File: src/rtl/game_pkg.sv
// Shared screen/sprite geometry, colour constants and blit FSM state type.
// Pure declarations: no latency, no flow control.
package game_pkg;
  localparam int SCREEN_W  = 160;
  localparam int SCREEN_H  = 120;
  localparam int SPRITE_W  = 40;
  localparam int SPRITE_H  = 40;
  localparam int COLOUR_W  = 3;
  localparam int SCREEN_AW = 15;
  localparam int SPRITE_AW = 11;
  localparam int COL_W     = 6;
  localparam int ROW_W     = 6;
  localparam int SPRITE_PIX = SPRITE_W * SPRITE_H;
  localparam logic [COLOUR_W-1:0] TRANSPARENT = 3'b101;

  typedef enum logic [1:0] {
    S_IDLE,
    S_RUN,
    S_DRAIN,
    S_DONE
  } blit_state_t;
endpackage

File: src/rtl/sprite_xy_counter.sv
// Col/row/linear sprite address counter; registered outputs, advances one pixel per enabled cycle.
// Holds on the last pixel until cleared; clear has priority over enable.
module sprite_xy_counter
  import game_pkg::*;
(
  input  logic                 clk,
  input  logic                 resetn,
  input  logic                 clear,
  input  logic                 enable,
  output logic [COL_W-1:0]     col,
  output logic [ROW_W-1:0]     row,
  output logic [SPRITE_AW-1:0] addr,
  output logic                 last
);
  assign last = (addr == SPRITE_AW'(SPRITE_PIX - 1));

  always_ff @(posedge clk) begin
    if (!resetn) begin
      col  <= '0;
      row  <= '0;
      addr <= '0;
    end else if (clear) begin
      col  <= '0;
      row  <= '0;
      addr <= '0;
    end else if (enable && !last) begin
      addr <= addr + SPRITE_AW'(1);
      if (col == COL_W'(SPRITE_W - 1)) begin
        col <= '0;
        row <= row + ROW_W'(1);
      end else begin
        col <= col + COL_W'(1);
      end
    end
  end
endmodule

File: src/rtl/sprite_blit_engine.sv
// Blits a 40x40 ROM sprite to the framebuffer: plot for address k appears 2 cycles after k is issued.
// No backpressure: runs one pixel per cycle; start is ignored while busy.
module sprite_blit_engine
  import game_pkg::*;
(
  input  logic                 clk,
  input  logic                 resetn,
  input  logic                 start,
  input  logic [7:0]           origin_x,
  input  logic [6:0]           origin_y,
  output logic                 busy,
  output logic                 done,
  output logic [SPRITE_AW-1:0] sprite_addr,
  input  logic [COLOUR_W-1:0]  sprite_data,
  output logic [7:0]           vga_x,
  output logic [6:0]           vga_y,
  output logic [COLOUR_W-1:0]  vga_colour,
  output logic                 vga_plot
);
  blit_state_t state, state_nxt;
  logic        drain_cnt;
  logic        accept;
  logic [COL_W-1:0] col;
  logic [ROW_W-1:0] row;
  logic        last;
  logic [7:0]  org_x;
  logic [6:0]  org_y;
  logic        p_vld;
  logic [8:0]  p_x;
  logic [7:0]  p_y;
  logic        plot_nxt;

  sprite_xy_counter u_cnt (
    .clk    (clk),
    .resetn (resetn),
    .clear  (accept),
    .enable (state == S_RUN),
    .col    (col),
    .row    (row),
    .addr   (sprite_addr),
    .last   (last)
  );

  always_ff @(posedge clk) begin
    if (!resetn) begin
      state     <= S_IDLE;
      drain_cnt <= 1'b0;
    end else begin
      state     <= state_nxt;
      drain_cnt <= (state == S_DRAIN) ? ~drain_cnt : 1'b0;
    end
  end

  always_comb begin
    state_nxt = state;
    accept    = 1'b0;
    case (state)
      S_IDLE: if (start) begin
        accept    = 1'b1;
        state_nxt = S_RUN;
      end
      S_RUN:   if (last) state_nxt = S_DRAIN;
      S_DRAIN: if (drain_cnt) state_nxt = S_DONE;
      S_DONE: begin
        accept    = start;
        state_nxt = start ? S_RUN : S_IDLE;
      end
      default: state_nxt = S_IDLE;
    endcase
  end

  assign busy = (state == S_RUN) || (state == S_DRAIN);
  assign done = (state == S_DONE);

  // Screen coordinates carry one extra bit so an overflowing sum clips instead of wrapping on-screen.
  always_ff @(posedge clk) begin
    if (!resetn) begin
      org_x <= '0;
      org_y <= '0;
      p_vld <= 1'b0;
      p_x   <= '0;
      p_y   <= '0;
    end else begin
      if (accept) begin
        org_x <= origin_x;
        org_y <= origin_y;
      end
      p_vld <= (state == S_RUN);
      p_x   <= {1'b0, org_x} + 9'(col);
      p_y   <= {1'b0, org_y} + 8'(row);
    end
  end

  assign plot_nxt = p_vld && (sprite_data != TRANSPARENT) &&
                    (p_x < 9'(SCREEN_W)) && (p_y < 8'(SCREEN_H));

  always_ff @(posedge clk) begin
    if (!resetn) begin
      vga_plot   <= 1'b0;
      vga_x      <= '0;
      vga_y      <= '0;
      vga_colour <= '0;
    end else begin
      vga_plot <= plot_nxt;
      if (plot_nxt) begin
        vga_x      <= p_x[7:0];
        vga_y      <= p_y[6:0];
        vga_colour <= sprite_data;
      end
    end
  end
endmodule

File: config.mk
export PLATFORM = sky130hd
export DESIGN_NAME = sprite_blit_engine
export DESIGN_NICKNAME = d
export VERILOG_FILES = /design/src/rtl/game_pkg.sv /design/src/rtl/sprite_xy_counter.sv /design/src/rtl/sprite_blit_engine.sv
export SDC_FILE = /design/constraint.sdc
export NUM_CORES = 1
export LEC_CHECK = 0
export BUFFER_PORTS_ARGS = -buffer_cell sky130_fd_sc_hd__buf_4
export CORE_MARGIN = 2
export CORE_UTILIZATION = 40
export DETAILED_ROUTE_END_ITERATION = 12
export PLACE_DENSITY_LB_ADDON = 0.08
export SYNTH_ARGS = -nofsm -noshare
export SYNTH_HDL_FRONTEND = slang
export SYNTH_SLANG_ARGS = --single-unit
File: constraint.sdc
create_clock -name clk -period 1.86 [get_ports clk]
set_input_delay 0.186 -clock clk [delete_from_list [all_inputs] [get_ports clk]]
set_output_delay 0.186 -clock clk [all_outputs]
set_load 0.02 [all_outputs]
======== After elaboration in Yosys (flattened, before gate mapping) ========
Index checks and enable logic that the tools add are counted.
storage, ports and cells
  register bits ........................... 78
  RAM bits ................................ 0
  bits in read-only memories .............. 0
  latch bits .............................. 0
  logic and storage cells ................. 51
  input port bits ......................... 21
  output and inout bits ................... 32
  memories ................................ 0
operators by class
  bitwise logic cells ..................... 2
  magnitude comparators ................... 2
  div/mod/pow operators ................... 0
  add/sub/neg operators ................... 5
  equal/unequal tests ..................... 9
  shift-type cells ........................ 0
  reductions and logical operators ........ 11
  muxes and demuxes ....................... 8
  multiply operators ...................... 0
operators with widths
  kind                                                                    count
  6-bit by 1-bit adder with 6-bit output (second input constant)          2
  11-bit by 1-bit adder with 11-bit output (second input constant)        1
  11-bit equality test (second input constant)                            1
  8-bit by 6-bit adder with 9-bit output                                  1
  9-bit by 8-bit < comparator with 1-bit output (second input constant)   1
  7-bit by 6-bit adder with 8-bit output                                  1
  8-bit by 7-bit < comparator with 1-bit output (second input constant)   1
  2-bit one-hot mux with 4 select lines                                   1
  6-bit equality test (second input constant)                             1
  2-bit 2-to-1 mux                                                        3
  6-bit 2-to-1 mux                                                        1
  2-bit != test (second input constant)                                   3
  2-bit equality test (second input constant)                             2
  1-bit logical AND                                                       4
  2-bit AND reduction                                                     2
  3-bit != test (second input constant)                                   1
  3-bit AND reduction                                                     1
  2-bit by 1-bit equality test with 1-bit output (second input constant)  1
  2-bit zero test                                                         1
  1-bit 2-to-1 mux                                                        2
  1-bit inverter                                                          2
  1-bit one-hot mux with 2 select lines                                   1
  2-bit OR reduction                                                      1
  1-bit zero test                                                         1
  1-bit logical OR                                                        1

======== Longest topological paths before layout ========
Gate-level depths: netlist of run 1.
  word-level depth ........................ 4
  gate-level depth with buffers ........... 7
  gate-level depth less buffers ........... 7

======== By module ========
From an unflattened synthesis of run 1, not the netlist that was laid out.
unflattened totals
  cell total of the unflattened synthesis .. 403
  area total of the unflattened synthesis .. 3681.0 um^2
by module, submodules not included
  module              seq. area each (um^2)  times used  area an instance (um^2)  cells an instance
  sprite_blit_engine  1101.1                 1           2439.8                   267
  sprite_xy_counter   460.4                  1           1241.2                   136

======== Worst setup path before layout of run 1 ========
Ideal clock, no wire load.
  kind .................................... register to register
  from .................................... reg u_cnt.addr[0]
  to ...................................... reg u_cnt.addr[1]
  path slack .............................. 8 ps
  clock period less this slack ............ 1852 ps
  path buffers ............................ 2
  arrival ................................. 1724 ps
  setup time .............................. 128 ps
  required time ........................... 1732 ps
  cell stages (with the launch flop) ...... 8
  path through ............................ dfxtp_1 ha_1 nand2_2 o41ai_4 buf_6 buf_12 mux2i_1 nor2_1
between the ends
  cells in the longest elaborated chain, start to end .. 3
  elaborated cells between the ends (all ways) .. 4
  those cells by class .................... add/sub (1); eq/ne (1); reduce/logical (2)
ends and longest elaborated chain
  item                                                                                              line                     source
  start: declaration                                                                                sprite_xy_counter.sv:12  output logic [SPRITE_AW-1:0] addr,
  start signal: assignment                                                                          sprite_xy_counter.sv:27  addr <= addr + SPRITE_AW'(1);
  parallel branches: the longest is 3 deep, another holds 11-bit by 1-bit adder with 11-bit output  n/a
Parallel ways; which one is timed is not known.
A chain may end at the register's enable or synchronous reset.

======== Final worst setup path of run 1 ========
  from .................................... reg state[1]
  to ...................................... reg u_cnt.addr[5]
between the ends
  elaborated cells between the ends (all ways) .. 6
  those cells by class .................... eq/ne (2); mux (1); reduce/logical (3)
RTL lines
  item                                            line                      source
  start: declaration                              sprite_blit_engine.sv:20  blit_state_t state, state_nxt;
  start signal: assignment                        sprite_blit_engine.sv:49  state <= state_nxt;
  2-bit by 1-bit equality test with 1-bit output  sprite_blit_engine.sv:37  .enable (state == S_RUN),
  via u_cnt.enable                                sprite_xy_counter.sv:9    input logic enable,
  1-bit logical AND                               sprite_xy_counter.sv:26   end else if (enable && !last) begin
The timed path passes the listed nets, and every way through them passes these cells.

==> out/summary.txt, run 1 <==
clock root buffer: clkbuf_8
Worst VDD drop: 0.935 mV
DRT antenna net count: 0
Reg clk slew, reported paths: 80 ps
GP Congestion: 0.785
number of vias per cell: 5.07
Arrival @ worst endpoint: 2000 ps
Worst Clk Skew: 6.10 ps
status: complete, no violations
LEAKAGE: 0.00191 uW
post-route minimum period: 1710 ps
NumNets Final: 498
commonest non-fill, non-tap cells in the layout: dfxtp_1 (77), buf_4 (70), nand2_1 (39), nor2_1 (36), a21oi_1 (33)
vias in the first global route: 2,662
Seq pwr share: 41.8%
largest stage delay on the critical path: 470 ps
CTS Buf Count: 9
CP max-delay cell: or4_1
largest net degree at the start of global routing: 31
CTS Buffer Depth: 2
Final Power: 4690 uW
commonest non-fill, non-tap cell in the layout: dfxtp_1
crit path launch type: register
CP max FO: 12
fin. max-slew vios: 0
DRT iter0 DRCs: 65
FF+latch count, synth: 78
Area Overhead vs Synth: 22.6%
CP required: 2150 ps
die area: 0.00976 mm^2
Antenna diodes: 0
max frequency: 583 MHz
critical-path cell list: inv_1 > ha_1 > o41ai_4 > buf_4 > or4_1 > a21oi_1
WL per Instance: 13.1 um
CTS Sinks: 78
switching part of the total power: 31.9%
Gate Count Post-Synth: 390
total nets after synthesis: 432
gr ovfl total: 0
DRC viols: 0
Post-Syn Area: 0.00359 mm^2
DP HPWL: 5.27 mm
initial antenna violation count: 0
layout cell share with drive strength beyond 1: 21.7%
fillers: 863
first-pass GRT wire length: 12.4 mm
share of flip-flops with an asynchronous set or reset: 0%
Internal Power: 3190 uW
measured slew at the worst slew-check pin: 541 ps
Comb power frac: 28.9%
CP Class: reg2reg
Warnings, synthesis: 0
I/O Buffers: 52
net switching power figure: 1500 uW
library cells used by synthesis: 52
slew margin rel.: 63.0%
CP endpoint kind: register
WL final: 7.42 mm
core region area: 0.00872 mm^2
final worst path period share: 92.2%
Die Width: 98.8 um
Clock power frac: 29.3%
Tot GR Track Use: 15.7%
count of final hold-check violations: 0
Final setup violation count: 0
Post-synth EDFFs: 0
sequential share of the synthesized area: 43.5%
Rows: 34
Initial Utilization: 41.2%
CTS tree: built
Fin Setup TNS: 0 ps
DR pass1 iterations: 4
pwr dens: 1060 mW/mm^2
maxcap violations: 0
Post-synth top flop: dfxtp_1
Clock Latency Late Sink: 350 ps
H-tree depth: 3
Die H: 98.8 um
worst min path class: in2reg
Vias: 2,879
unrepaired setup endpoints after global routing: no
IO Pins: 53
Mean Syn Cell Area: 9.21 um^2
[final timing paths]
check	depth (start not counted)	slack, ps	startpoint	end
setup / recovery	6	150	state[1]	u_cnt.addr[5]
hold / removal	3	70	sprite_data[1]	vga_colour[1]
setup reg to reg	6	150	state[1]	u_cnt.addr[5]
hold reg to reg	2	470	p_y[1]	vga_y[1]
[logic make-up (layout without fill, tap and decap cells)]
group | after synthesis | count (layout) | synth area share (%)
compound gates | 82 | 82 | 15.4
xor+xnor | 9 | 9 | 2.19
fa+ha+maj | 21 | 21 | 7.73
buf+inv | 34 | 104 | 4.74
flops | 78 | 78 | 43.5
mux | 22 | 22 | 6.13
simple gates | 144 | 144 | 20.4
[layout make-up]
| cell class | count | area (um^2) | share of cell area [%] |
|---|---|---|---|
| Multi-Input combinational cell | 278 | 1870 | 42.4 |
| Sequential cell | 78 | 1560 | 35.5 |
| Timing Repair Buffer | 74 | 573 | 13.0 |
| Tap cell | 108 | 135 | 3.07 |
| Clock buffer | 9 | 124 | 2.81 |
| Clock inverter | 6 | 86.3 | 1.96 |
| Inverter | 15 | 56.3 | 1.28 |
[stage by stage]
step                instance area (um^2)  utilization, %  std cells  setup WS (ps)  hold slack [ps]
floorplan                           3590               -        390           8.43              322
finish                              4400            50.5        568            146             73.5
detailed placement                  4160            47.7        550           95.9              437
CTS                                 4370            50.1        565           66.8             58.6
global route                        4400            50.5        568           2.94             65.9
global placement                    4160            47.7        550            127              430
[power groups by stage]
stage	combinational (uW)	clock (uW)	sequential, uW
5_1_grt	1510	1490	1990
6_report	1350	1370	1960
3_5_place_dp	1290	0	2000
3_3_place_gp	1280	0	2000
4_1_cts	1300	1430	1960
2_1_floorplan	934	0	2020
[registers in the layout (all words and copies together), names as in the netlist]
name and count:
drain_cnt 1, org_x 8, org_y 7, p_vld 1
p_x 9, p_y 8, state 2, u_cnt.addr 11
u_cnt.col 6, u_cnt.row 6, vga_colour 3, vga_plot 1
vga_x 8, vga_y 7
[critical path, delay by kind of cell, from the launching register on]
kind | cells | cell delay (ps)
buffers and inverters | 2 | 300
AOI/OAI and AO/OA | 2 | 300
DFF | 1 | 320
adders and majority gates | 1 | 270
and+or+nand+nor | 1 | 470
[repair_timing]
item	4_1_cts	5_1_grt
setup endpoints to repair	0	17
resized for setup	0	7
hold buffers	0	0
setup buffers	0	1
[synthesized netlist by cell type, types with 4 or more instances]
master	instances	area [um^2]
a21o_1	5	37.5
a21oi_1	33	165
and2_1	5	31.3
buf_1	5	18.8
clkbuf_1	7	26.3
dfxtp_1	78	1560
ha_1	19	238
inv_1	15	56.3
mux2i_1	22	220
nand2_1	39	146
nand2b_1	4	25.0
nand3_1	9	45.0
nand4_1	6	37.5
nor2_1	36	135
nor2b_1	5	31.3
nor3_1	7	35.0
nor4_1	4	25.0
o21ai_0	6	30.0
o21ai_1	9	45.0
o31ai_1	4	30.0
or3_1	11	68.8
or4_1	4	30.0
xnor2_1	7	61.3
[per-layer routing]
| layer | global-route usage [%] | routed length, um | up-vias |
|---|---|---|---|
| met1 | 20.8 | 3700 | 1296 |
| met2 | 24.7 | 3320 | 55 |
| li1 | - | - | 1520 |
| met4 | 4.43 | 78 | 0 |
| met5 | 0 | 0 | - |
| met3 | 5.25 | 321 | 8 |
Note: power is estimated with default switching activity, not from simulation.
==> inputs of run 2 (changes only) <==
--- a/config.mk
+++ b/config.mk
@@ -5,10 +5,12 @@
 export SDC_FILE = /design/constraint.sdc
 export NUM_CORES = 1
 export LEC_CHECK = 0
+export ABC_CLOCK_PERIOD_IN_PS = 1860
 export BUFFER_PORTS_ARGS = -buffer_cell sky130_fd_sc_hd__buf_4
 export CORE_MARGIN = 2
 export CORE_UTILIZATION = 40
 export DETAILED_ROUTE_END_ITERATION = 12
+export HOLD_SLACK_MARGIN = 0.08
 export PLACE_DENSITY_LB_ADDON = 0.08
 export SYNTH_ARGS = -nofsm -noshare
 export SYNTH_HDL_FRONTEND = slang
==> out/summary.txt, run 2 (same netlist as run 1, synthesis figures left out) <==
status: complete, no violations (unchanged)
CTS Buf Count: 9 (unchanged)
reg-to-reg setup timing slack: 150 ps (about the same)
die area: 0.00976 mm^2 (unchanged)
CP Class: reg2reg (unchanged)
commonest non-fill, non-tap cell in the layout: dfxtp_1 (unchanged)
Worst Reg-to-Reg Cells: 6 (unchanged)
CP required: 2100 ps (was 2150 ps)
count of final hold-check violations: 0 (unchanged)
first-pass GRT wire length: 12.7 mm (was 12.4 mm)
I/O Buffers: 52 (unchanged)
Fin Setup TNS: 0 ps (unchanged)
max frequency: 584 MHz (was 583 MHz)
Reg clk slew, reported paths: 80 ps (about the same)
Antenna diodes: 0 (unchanged)
Clock Latency Late Sink: 350 ps (about the same)
CTS tree: built (unchanged)
unrepaired setup endpoints after global routing: no (unchanged)
IO Pins: 53 (unchanged)
initial antenna violation count: 0 (unchanged)
Crit path top cell by count: a21o_1
critical-path cell list: ha_1 > fa_2 > a21o_1 > a21o_1 > a211oi_1 > nor2_1 (was inv_1 > ha_1 > o41ai_4 > buf_4 > or4_1 > a21oi_1)
total placed cells including tap cells: 550 (unchanged)
final worst path period share: 92.1% (was 92.2%)
design area: 0.00457 mm^2 (was 0.00440 mm^2)
WL final: 7.61 mm (was 7.42 mm)
Final setup violation count: 0 (unchanged)
Worst Clk Skew: 5.73 ps (was 6.10 ps)
reg-to-reg endpoint: p_x[8] (was u_cnt.addr[5])
vias in the first global route: 2,750 (was 2,662)
max reg flops: 11 (unchanged)
commonest non-fill, non-tap cells in the layout: dfxtp_1 (77), buf_4 (70), nand2_1 (39), nor2_1 (36), a21oi_1 (33) (unchanged)
Vias: 2,960 (was 2,879)
WL per Instance: 13.0 um (was 13.1 um)
number of vias per cell: 5.06 (was 5.07)
clock root buffer: clkbuf_8 (unchanged)
CP max FO: 3 (was 12)
post-route minimum period: 1710 ps (about the same)
NumNets Final: 515 (was 498)
H-tree depth: 3 (unchanged)
largest stage delay on the critical path: 360 ps (was 470 ps)
largest net degree at the start of global routing: 31 (unchanged)
gr ovfl total: 0 (unchanged)
Final Instance Count excl. Fillers: 585 (was 568)
placed cell areas: 0.00416 mm^2 (unchanged)
Rows: 34 (unchanged)
DRT antenna net count: 0 (unchanged)
Die H: 98.8 um (unchanged)
biggest regs: u_cnt.addr x11, p_x x9 (unchanged)
Arrival @ worst endpoint: 1950 ps (was 2000 ps)
DR pass1 iterations: 4 (unchanged)
Initial Utilization: 41.2% (unchanged)
kind of cell adding the most delay to the critical path: compound AO/OA/AOI/OAI gates (was simple AND/OR/NAND/NOR gates)
core region area: 0.00872 mm^2 (unchanged)
slew margin rel.: 64.5% (was 63.0%)
DP HPWL: 5.27 mm (unchanged)
most flop-heavy register: u_cnt.addr (unchanged)
DRC viols: 0 (unchanged)
crit path launch type: register (unchanged)
Worst VDD drop: 0.936 mV (was 0.935 mV)
r2r startpoint: u_cnt.col[0] (was state[1])
GP Congestion: 0.785 (unchanged)
Tot GR Track Use: 16.1% (was 15.7%)
Area Overhead vs Synth: 27.3% (was 22.6%)
CP max-delay cell: fa_2 (was or4_1)
CTS Sinks: 78 (unchanged)
DRT iter0 DRCs: 80 (was 65)
buffers plus inverters on the worst setup path: 0 (was 2)
layout cell share with drive strength beyond 1: 21.0% (was 21.7%)
CP endpoint kind: register (unchanged)
pwr dens: 1030 mW/mm^2 (was 1060 mW/mm^2)
maxcap violations: 0 (unchanged)
Hold Path End: org_x[7] (was vga_colour[1])
measured slew at the worst slew-check pin: 519 ps (was 541 ps)
fin. max-slew vios: 0 (unchanged)
fillers: 841 (was 863)
Die Width: 98.8 um (unchanged)
worst min path class: in2reg (unchanged)
Worst Hold Launch: origin_x[7] (was sprite_data[1])
Worst Hold Path Cells: 3 (unchanged)
LEAKAGE: 0.00198 uW (was 0.00191 uW)
CTS Buffer Depth: 2 (unchanged)
Util after Layout: 52.5% (was 50.5%)
run 2: cell count changes in the layout (fill, tap and decap cells not counted), sizes merged:
cell / change
dlygate4sd3: +17
run 2: report_power, final:
part	internal [uW]	total, uW	switching, uW
Clock	748	1370	624
Combinational	615	1380	767
Sequential	1850	1960	111
Total	3210	4710	1500
run 2: how the worst max path moves through the flow:
stage                   from             to  cells after the start
5_1_grt         u_cnt.col[0]   u_cnt.row[5]                      6
3_5_place_dp   u_cnt.addr[1]       state[0]                      6
4_1_cts        u_cnt.addr[1]       state[0]                      6
3_3_place_gp        state[0]   u_cnt.row[4]                      6
6_report        u_cnt.col[0]         p_x[8]                      6
2_1_floorplan  u_cnt.addr[0]  u_cnt.addr[1]                      7
run 2: what timing repair did:
action / CTS / global route
endpoints found under the hold margin: 17 / 0
setup endpoints to repair: 0 / 17
setup buffers: 0 / 1
gates resized for setup: 0 / 7
hold buffers: 17 / 0
run 2: tightest hold or removal path: stages:
cell	delay, ps
buf_4	110
nand2_1	80
a21oi_1	70
run 2: per-stage QoR:
step                      total power [uW]  worst slack, ps  hold WS (ps)
after floorplan                       2950             8.43           322
after global placement                3280              127           430
after detailed placement              3290             95.9           437
after CTS                             4710             66.8           116
after global routing                  5030             2.94           124
final                                 4710              147           133
run 2: final cells by class:
type,instances,area (um^2),area share (%)
Timing Repair Buffer,91,743,16.2
Clock inverter,6,86.3,1.89
Clock buffer,9,124,2.71
Multi-Input combinational cell,278,1870,40.8
Sequential cell,78,1560,34.2
Tap cell,108,135,2.95
Inverter,15,56.3,1.23
run 2: layer usage:
layer	part of all wire, %	track usage, %
met1	50	21.0
met2	45	25.8
met3	4.1	5.18
met4	1.0	4.43
met5	0	0
